--- config.mk ---
export PLATFORM = sky130hd
export DESIGN_NAME = rr_decode_arbiter
export DESIGN_NICKNAME = d
export VERILOG_FILES = /design/src/rtl/arb_pkg.sv /design/src/rtl/rr_decode_arbiter_gnt_decode.sv /design/src/rtl/rr_decode_arbiter.sv
export SDC_FILE = /design/constraint.sdc
export NUM_CORES = 1
export LEC_CHECK = 0
export ABC_AREA = 1
export CAP_MARGIN = 40
export CORE_MARGIN = 8
export CORE_UTILIZATION = 57
export CTS_CLUSTER_DIAMETER = 50
export DETAILED_ROUTE_END_ITERATION = 7
export HOLD_SLACK_MARGIN = 0.08
export PLACE_DENSITY = 0.83
export SLEW_MARGIN = 30
export SYNTH_ARGS = -nofsm -noshare
export SYNTH_HDL_FRONTEND = slang
export SYNTH_HIERARCHICAL = 1
export SYNTH_SLANG_ARGS = --single-unit
--- constraint.sdc ---
create_clock -name clk -period 3.3 [get_ports clk]
set_input_delay 0.66 -clock clk [delete_from_list [all_inputs] [get_ports clk]]
set_output_delay 0.66 -clock clk [all_outputs]
set_load 0.02 [all_outputs]
--- src/rtl/arb_pkg.sv ---
// Shared types, sizes and the round-robin pick helper for rr_decode_arbiter.
package arb_pkg;
    localparam int NREQ   = 4;
    localparam int ADDR_W = 2;
    // Hold counter wide enough for the largest legal MAX_HOLD (255).
    localparam int HOLD_W = 8;

    typedef enum logic {ARB_IDLE, ARB_GRANT} arb_state_t;

    // First requester with req high, searching last+1, last+2, last+3, last (mod NREQ).
    function automatic logic [ADDR_W-1:0] rr_pick(input logic [NREQ-1:0]   req,
                                                  input logic [ADDR_W-1:0] last);
        logic [ADDR_W-1:0] idx;
        logic              found;
        rr_pick = last;
        found   = 1'b0;
        for (int k = 1; k <= NREQ; k++) begin
            idx = last + ADDR_W'(k);
            if (!found && req[idx]) begin
                rr_pick = idx;
                found   = 1'b1;
            end
        end
    endfunction
endpackage

--- src/rtl/rr_decode_arbiter_gnt_decode.sv ---
// 2-to-4 enable decoder: one-hot grant lines from the registered owner index.
import arb_pkg::*;

module gnt_decode (
    input  logic [ADDR_W-1:0] address,
    input  logic              enable,
    output logic [NREQ-1:0]   gnt
);
    // One decode term per requester line; all lines low when enable is low.
    for (genvar i = 0; i < NREQ; i++) begin : g_dec
        assign gnt[i] = enable && (address == ADDR_W'(i));
    end
endmodule

--- src/rtl/rr_decode_arbiter.sv ---
// Round-robin arbiter for four requesters driving a shared 2-to-4 enable decoder.
// Owner keeps the grant until it drops req, or until MAX_HOLD cycles elapse while
// another requester waits. Every handoff passes through one IDLE cycle.
// Optional ARB_STATS_EN adds saturating grant/preempt counters.
import arb_pkg::*;

module rr_decode_arbiter #(
    parameter int MAX_HOLD = 8
) (
    input  logic              clk,
    input  logic              rst_n,
    input  logic [NREQ-1:0]   req,
    output logic [ADDR_W-1:0] address,
    output logic              enable,
    output logic [NREQ-1:0]   gnt,
    output logic              busy
`ifdef ARB_STATS_EN
    ,
    output logic [15:0]       grant_total,
    output logic [7:0]        preempt_total
`endif
);
    arb_state_t        r_state, w_state_nxt;
    logic [ADDR_W-1:0] r_addr, w_addr_nxt;
    logic [ADDR_W-1:0] r_last, w_last_nxt;
    logic [HOLD_W-1:0] r_hold, w_hold_nxt;
    logic [ADDR_W-1:0] w_winner;
    logic              w_hold_max;
    logic              w_others;
    logic              w_grant_evt;
    logic              w_preempt_evt;

    assign w_winner   = rr_pick(req, r_last);
    assign w_hold_max = (r_hold == HOLD_W'(MAX_HOLD - 1));
    assign w_others   = |(req & ~(NREQ'(1) << r_addr));

    // Next-state: arbitrate in IDLE; release beats preempt when both apply.
    always_comb begin
        w_state_nxt   = r_state;
        w_addr_nxt    = r_addr;
        w_last_nxt    = r_last;
        w_hold_nxt    = r_hold;
        w_grant_evt   = 1'b0;
        w_preempt_evt = 1'b0;
        case (r_state)
            ARB_IDLE: begin
                if (|req) begin
                    w_state_nxt = ARB_GRANT;
                    w_addr_nxt  = w_winner;
                    w_last_nxt  = w_winner;
                    w_hold_nxt  = '0;
                    w_grant_evt = 1'b1;
                end
            end
            ARB_GRANT: begin
                if (!req[r_addr]) begin
                    w_state_nxt = ARB_IDLE;
                end else if (w_hold_max && w_others) begin
                    w_state_nxt   = ARB_IDLE;
                    w_preempt_evt = 1'b1;
                end else if (!w_hold_max) begin
                    w_hold_nxt = r_hold + HOLD_W'(1);
                end
            end
            default: w_state_nxt = ARB_IDLE;
        endcase
    end

    // State, owner index, round-robin pointer and hold counter.
    always_ff @(posedge clk or negedge rst_n) begin
        if (!rst_n) begin
            r_state <= ARB_IDLE;
            r_addr  <= '0;
            r_last  <= ADDR_W'(NREQ - 1);
            r_hold  <= '0;
        end else begin
            r_state <= w_state_nxt;
            r_addr  <= w_addr_nxt;
            r_last  <= w_last_nxt;
            r_hold  <= w_hold_nxt;
        end
    end

    assign address = r_addr;
    assign enable  = (r_state == ARB_GRANT);
    assign busy    = enable;

    gnt_decode u_dec (
        .address (r_addr),
        .enable  (enable),
        .gnt     (gnt)
    );

`ifdef ARB_STATS_EN
    logic [15:0] r_grant_total;
    logic [7:0]  r_preempt_total;

    // Saturating event counters for status reads.
    always_ff @(posedge clk or negedge rst_n) begin
        if (!rst_n) begin
            r_grant_total   <= '0;
            r_preempt_total <= '0;
        end else begin
            if (w_grant_evt && r_grant_total != 16'hFFFF)
                r_grant_total <= r_grant_total + 16'd1;
            if (w_preempt_evt && r_preempt_total != 8'hFF)
                r_preempt_total <= r_preempt_total + 8'd1;
        end
    end

    assign grant_total   = r_grant_total;
    assign preempt_total = r_preempt_total;
`else
    logic w_unused_evt;
    assign w_unused_evt = w_grant_evt ^ w_preempt_evt;
`endif
endmodule

==> results of run 1 <==
-- cell usage after synthesis (2+ instances only) --
cell type / number / area, sq um
nand3_1: 7 / 35.0
o21ai_2: 6 / 52.6
nand4_1: 4 / 25.0
o21ai_0: 5 / 25.0
nor2_1: 6 / 22.5
inv_2: 3 / 11.3
nand2_1: 57 / 214
dfrtp_1: 11 / 275
buf_4: 2 / 15.0
or2_1: 2 / 12.5
a21oi_1: 7 / 35.0
nor3_1: 2 / 10.0
or2_2: 3 / 18.8
xor2_1: 4 / 35.0
inv_1: 12 / 45.0
dfstp_2: 2 / 52.6
nor4_1: 2 / 12.5
-- kinds of logic after synthesis --
| logic type | after synthesis |
|---|---|
| AO/OA/AOI/OAI | 19 |
| AND/OR/NAND/NOR | 86 |
| multiplexers | 1 |
| flip-flops | 13 |
| adder cells (fa/ha/maj) | 1 |
| XOR/XNOR | 5 |
| buffers and inverters | 18 |
-- registers in the layout (all words and copies together), names as in the netlist --
signal and cells:
address 2, busy 1, r_last 2, r_hold 8
-- power groups by stage --
stage               Clock (uW)  Combinational, uW  Sequential [uW]
CTS                        101                624              308
global route               108                705              320
finish                    97.3                618              310
floorplan                    0                473              301
global placement             0                600              309
detailed placement           0                622              311
-- metrics by stage --
stage,total power [uW],cell area (sq um),setup WS (ns),cells
after detailed placement,932,1100,1.01,170
after global routing,1130,1120,0.859,174
final,1030,1120,0.973,174
after global placement,909,1100,1.05,170
after CTS,1030,1120,0.963,174
after floorplan,774,971,1.67,143
-- cell type report --
cell class / count / area [sq um]
multi-input combinational: 112 / 561
fill: 147 / 548
sequential: 13 / 328
timing repair buffer: 13 / 130
inverter: 15 / 56.3
clock buffer: 4 / 26.3
tap: 17 / 21.3
-- cells in the final DEF (no fill, tap or decap), drive strengths merged --
cell / Yosys / routed
nand2: 58 / 58
inv: 15 / 15
clkdlybuf4s50: 0 / 13
dfrtp: 11 / 11
o21ai: 11 / 11
nand3: 8 / 8
a21oi: 7 / 7
nor2: 6 / 6
or2: 5 / 5
nand4: 4 / 4
xor2: 4 / 4
clkbuf: 0 / 4
nor4: 2 / 2
nor3: 2 / 2
dfstp: 2 / 2
mux2i: 1 / 1
o21a: 1 / 1
xnor2: 1 / 1
nand3b: 1 / 1
ha: 1 / 1
-- critical path, delay by kind of cell (launching register included) --
kind	cells	cell delay [ns]
DFF	1	0.50
buffers and inverters	2	0.71
and+or+nand+nor	2	0.18
-- metal layers --
| layer | vias to the layer above | GRT usage | routed length [microns] |
|---|---|---|---|
| li1 | 488 | - | - |
| met1 | 449 | 0.133 | 848 |
| met2 | 16 | 0.275 | 1100 |
| met3 | 7 | 0.0202 | 71 |
| met4 | 0 | 0.0929 | 63 |
| met5 | - | 0 | 0 |
-- how the worst max path moves through the flow --
| stage | from | end | slack [ns] | cells past startpoint |
|---|---|---|---|---|
| after floorplan | address[0] | gnt[1] | 1.67 | 2 |
| after detailed placement | req[0] | r_hold[6] | 1.01 | 7 |
| after global routing | address[0] | gnt[1] | 0.86 | 3 |
| final | address[0] | gnt[2] | 0.97 | 4 |
| after CTS | address[0] | gnt[2] | 0.96 | 4 |
| after global placement | req[2] | r_hold[6] | 1.05 | 8 |
==> flow_summary.yaml, run 1 <==
run_status:
  status: "finished, final reports clean"
sta:
  whs_ns: 0.496
  period_share: 0.705
  maxSlewViolCount: 0
  period_minus_slack_ns: 2.33
  fmax_ghz: 0.430
  tightestPinTransition_ns: 0.570
  fin_worst_skew_ns: 0.00270
  grt_setup_unrepaired: "false"
  relSlewSlack: 0.619
  finalHoldViolations: 0
  setup-tns-final_ns: 0
  setup_viol_count_final: 0
synthesis:
  avgSynthCellArea_sq_um: 6.79
  synth_top_family_by_area: "simple AND/OR/NAND/NOR gates"
  synth_edf_count: 0
  synthCells: 143
  ys_warn_count: 6
  synthAdderAreaFrac: 0.0129
  ys_ff_latch: 13
  yosysSeqAreaShare: 0.338
  syn-num-nets: 150
  synth_compound_area_frac: 0.124
  synth_ff_type: "dfrtp_1"
  yosysUniqueCellTypes: 25
  postSynth.asyncResetShare: 1.00
  synthXorXnorAreaFrac: 0.0451
  synth_mux_area_frac: 0.0103
  syn_area_sq_um: 971
  yosys.area_share.simple: 0.385
grt:
  grt_use_total: 0.142
  grt_max_degree: 16
  grt_pass1_vias: 960
  antenna_found_initial: 0
  grt_pass1_wl_microns: 3820
  grt_overflow: 0
routing:
  via_per_inst: 5.52
  drtIter0Drc: 30
  drc_errors: 0
  drt_first_pass_iters: 4
  drtAntennaViolNets: 0
  vias: 960
  route.final.wire_length_microns: 2080
  wl_per_cell_microns: 11.9
finish:
  nNetsFinal: 165
  post-route-util: 0.672
  drive_above_1_share: 0.121
  n_antenna_cell: 0
  area_delta_synth_final_pct: 15.6
critical_path:
  critical_path_class: "register to primary output"
  crit_slowest_cell: "clkdlybuf4s50_1"
  worst-endpoint-required_ns: 2.64
  end_kind: "primary output"
  crit_chain: "inv_1, nand2_1, nor2_1, clkdlybuf4s50_1"
  cp_data_arrival_time_ns: 1.67
  r2r-start: "r_last[0]"
  r2r_cells: 11
  crit_fanout: 11
  reg2reg_slack_ns: 1.71
  max_stage_delay_ns: 0.61
  regToRegEndpoint: "address[1]"
  startpoint_type: "register"
clock_network:
  ctsResizeCount: 0
  ctsHoldBuffers: 0
  post_cts_buffers: 0
  worstSkewPairLatency_ns: 0.27
  cts_tree: "done"
  clock-sinks: 13
  cts_root_buffer: "clkbuf_4"
  path_clk_slew_ns: 0.08
  numCtsBuffers: 3
  clockBufferDepth: 2
  htree_num_levels: 1
place:
  place_congestion: 0.811
  port_buffers: 13
  dpl.hpwl_microns: 1620
pwr:
  switchingPower_uw: 520
  swShare: 0.508
  power_frac_comb: 0.603
  intPower_uw: 505
  power_density_nw_per_um2: 913
  power_frac_seq: 0.302
  vdd_drop_max_uv: 587
  p_clk_frac: 0.095
  total_leakage_power_uw: 0.000561
worst_hold_path:
  hold_path.class: "register to register"
  holdPathEnd: "r_last[1]"
  holdPathStages: 2
  hp-start: "r_last[1]"
floorplanning:
  die_area_sq_um: 3280
  core_area_sq_um: 1670
  row_count: 15
  die-height_microns: 57.3
  ios: 14
  initial_core_util: 0.581
  die_w_microns: 57.3
job:
  max-cap-violations: 0
Note: power is estimated with default switching activity, not from simulation.
==> run 2, diff against run 1 <==
Settings changed: CORE_UTILIZATION 57 to 53, PLACE_DENSITY 0.83 to 0.78.
Clock period 3.3 ns to 2.35 ns, I/O delays scaled along.
==> flow_summary.yaml, run 2 (same netlist as run 1, synthesis figures left out) <==
routing:
  via_per_inst: 5.16
  route.final.wire_length_microns: 2100
  vias: 940
  drt_first_pass_iters: 5
  drtIter0Drc: 18
  drc_errors: 0
  wl_per_cell_microns: 11.6
  drtAntennaViolNets: 0
place:
  place_congestion: 0.800
  dpl.hpwl_microns: 1630
  placed_cell_area_sq_um: 1110
  port_buffers: 13
  placed_cells: 178
clock_network:
  clock-sinks: 13
  cts_tree: "done"
  ctsHoldBuffers: 0
  clockBufferDepth: 2
  path_clk_slew_ns: 0.07
  ctsResizeCount: 0
  worstSkewPairLatency_ns: 0.28
  post_cts_buffers: 0
  htree_num_levels: 1
  cts_root_buffer: "clkbuf_4"
  numCtsBuffers: 3
grt:
  grt_max_degree: 16
  grt_use_total: 0.143
  grt_overflow: 0
  antenna_found_initial: 0
  grt_pass1_wl_microns: 3930
  grt_pass1_vias: 963
sta:
  setup_viol_count_final: 0
  relSlewSlack: 0.612
  grt_setup_unrepaired: "false"
  fmax_ghz: 0.472
  maxSlewViolCount: 0
  period_share: 0.901
  tightestPinTransition_ns: 0.580
  period_minus_slack_ns: 2.12
  setup-tns-final_ns: 0
  finalHoldViolations: 0
  whs_ns: 0.497
  fin_worst_skew_ns: 0.00725
finish:
  final_design_area_no_fill_sq_um: 1130
  n_antenna_cell: 0
  nNetsFinal: 165
  drive_above_1_share: 0.121
  top_register: "r_hold"
  num-fill-cells: 178
  area_delta_synth_final_pct: 16.6
  fin_cells: 182
  final_common_cell: "nand2_1"
  largest_reg_flops: 8
  final_cell_mix: "nand2_1 (57), clkdlybuf4s50_1 (13), inv_1 (12)"
worst_hold_path:
  hold_path.class: "register to register"
  hp-start: "r_last[1]"
pwr:
  p_clk_frac: 0.096
  total_leakage_power_uw: 0.000561
  switchingPower_uw: 724
  swShare: 0.505
  vdd_drop_max_uv: 769
  power_frac_comb: 0.600
  power_density_nw_per_um2: 1270
  intPower_uw: 709
  power_frac_seq: 0.304
job:
  max-cap-violations: 0
critical_path:
  end_kind: "primary output"
  crit_chain: "nand2_1, nor2_1, clkdlybuf4s50_1"
  startpoint_type: "register"
  crit_fanout: 11
  critical_path_class: "register to primary output"
  max_stage_delay_ns: 0.61
  worst-endpoint-required_ns: 1.88
  r2r-start: "r_last[0]"
  cp_data_arrival_time_ns: 1.65
  crit_start: "address[0]"
  crit_slowest_cell: "clkdlybuf4s50_1"
floorplanning:
  core_area_sq_um: 1730
  die_w_microns: 58.8
  initial_core_util: 0.562
  row_count: 15
  die_area_sq_um: 3460
  die-height_microns: 58.8
  ios: 14
run_status:
  status: "finished, final reports clean"
==> run 2: cell counts in the layout (fill, tap and decap cells not counted) <==
No cell type changed its count.
==> run 2: area by class of cell <==
cell class / count / area, sq um / share of cell area
Clock buffer: 4 / 26.3 / 0.0232
Inverter: 15 / 56.3 / 0.0497
Multi-Input combinational cell: 112 / 561 / 0.495
Sequential cell: 13 / 328 / 0.290
Tap cell: 25 / 31.3 / 0.0276
Timing Repair Buffer: 13 / 130 / 0.115
==> run 2: routing by layer <==
layer | vias to the layer above | share of wire | global-route usage
li1 | 485 | - | -
met1 | 436 | 0.43 | 0.134
met2 | 13 | 0.51 | 0.273
met3 | 6 | 0.029 | 0.0261
met4 | 0 | 0.031 | 0.0956
met5 | - | 0 | 0
==> run 2: metrics by stage <==
step	utilization	worst slack (ns)	power [uW]
detailed placement	0.641	0.298	1310
finish	0.656	0.233	1430
global route	0.656	0.117	1590
CTS	0.656	0.203	1450
global placement	0.641	0.304	1280
floorplan	-	0.913	1090
==> run 2: power by group through the flow <==
stage	registers [uW]	logic, uW	clock network [uW]
finish	436	860	138
global route	451	987	151
global placement	434	846	0
detailed placement	439	870	0
floorplan	423	664	0
CTS	435	873	142
==> run 2: worst paths after layout <==
kind	to	slack, ns	cells after the start
hold / removal	r_last[1]	0.50	2
min in group asynchronous	address[1]	0.56	1
max in group asynchronous	r_hold[4]	1.41	1
setup / recovery	gnt[3]	0.23	3
setup reg to reg	address[1]	0.79	11
hold reg to reg	r_last[1]	0.50	2
==> run 2: worst max-delay path: cells and delay by family, from the launching register on <==
kind | cells | cell delay [ns]
buffers and inverters | 1 | 0.61
DFF | 1 | 0.53
and+or+nand+nor | 2 | 0.23
==> run 3, diff against run 2 <==
Settings changed: CTS_CLUSTER_SIZE from default to 8.
==> results of run 3 <==
Final layout, timing and power as in run 2 (identical DEF).
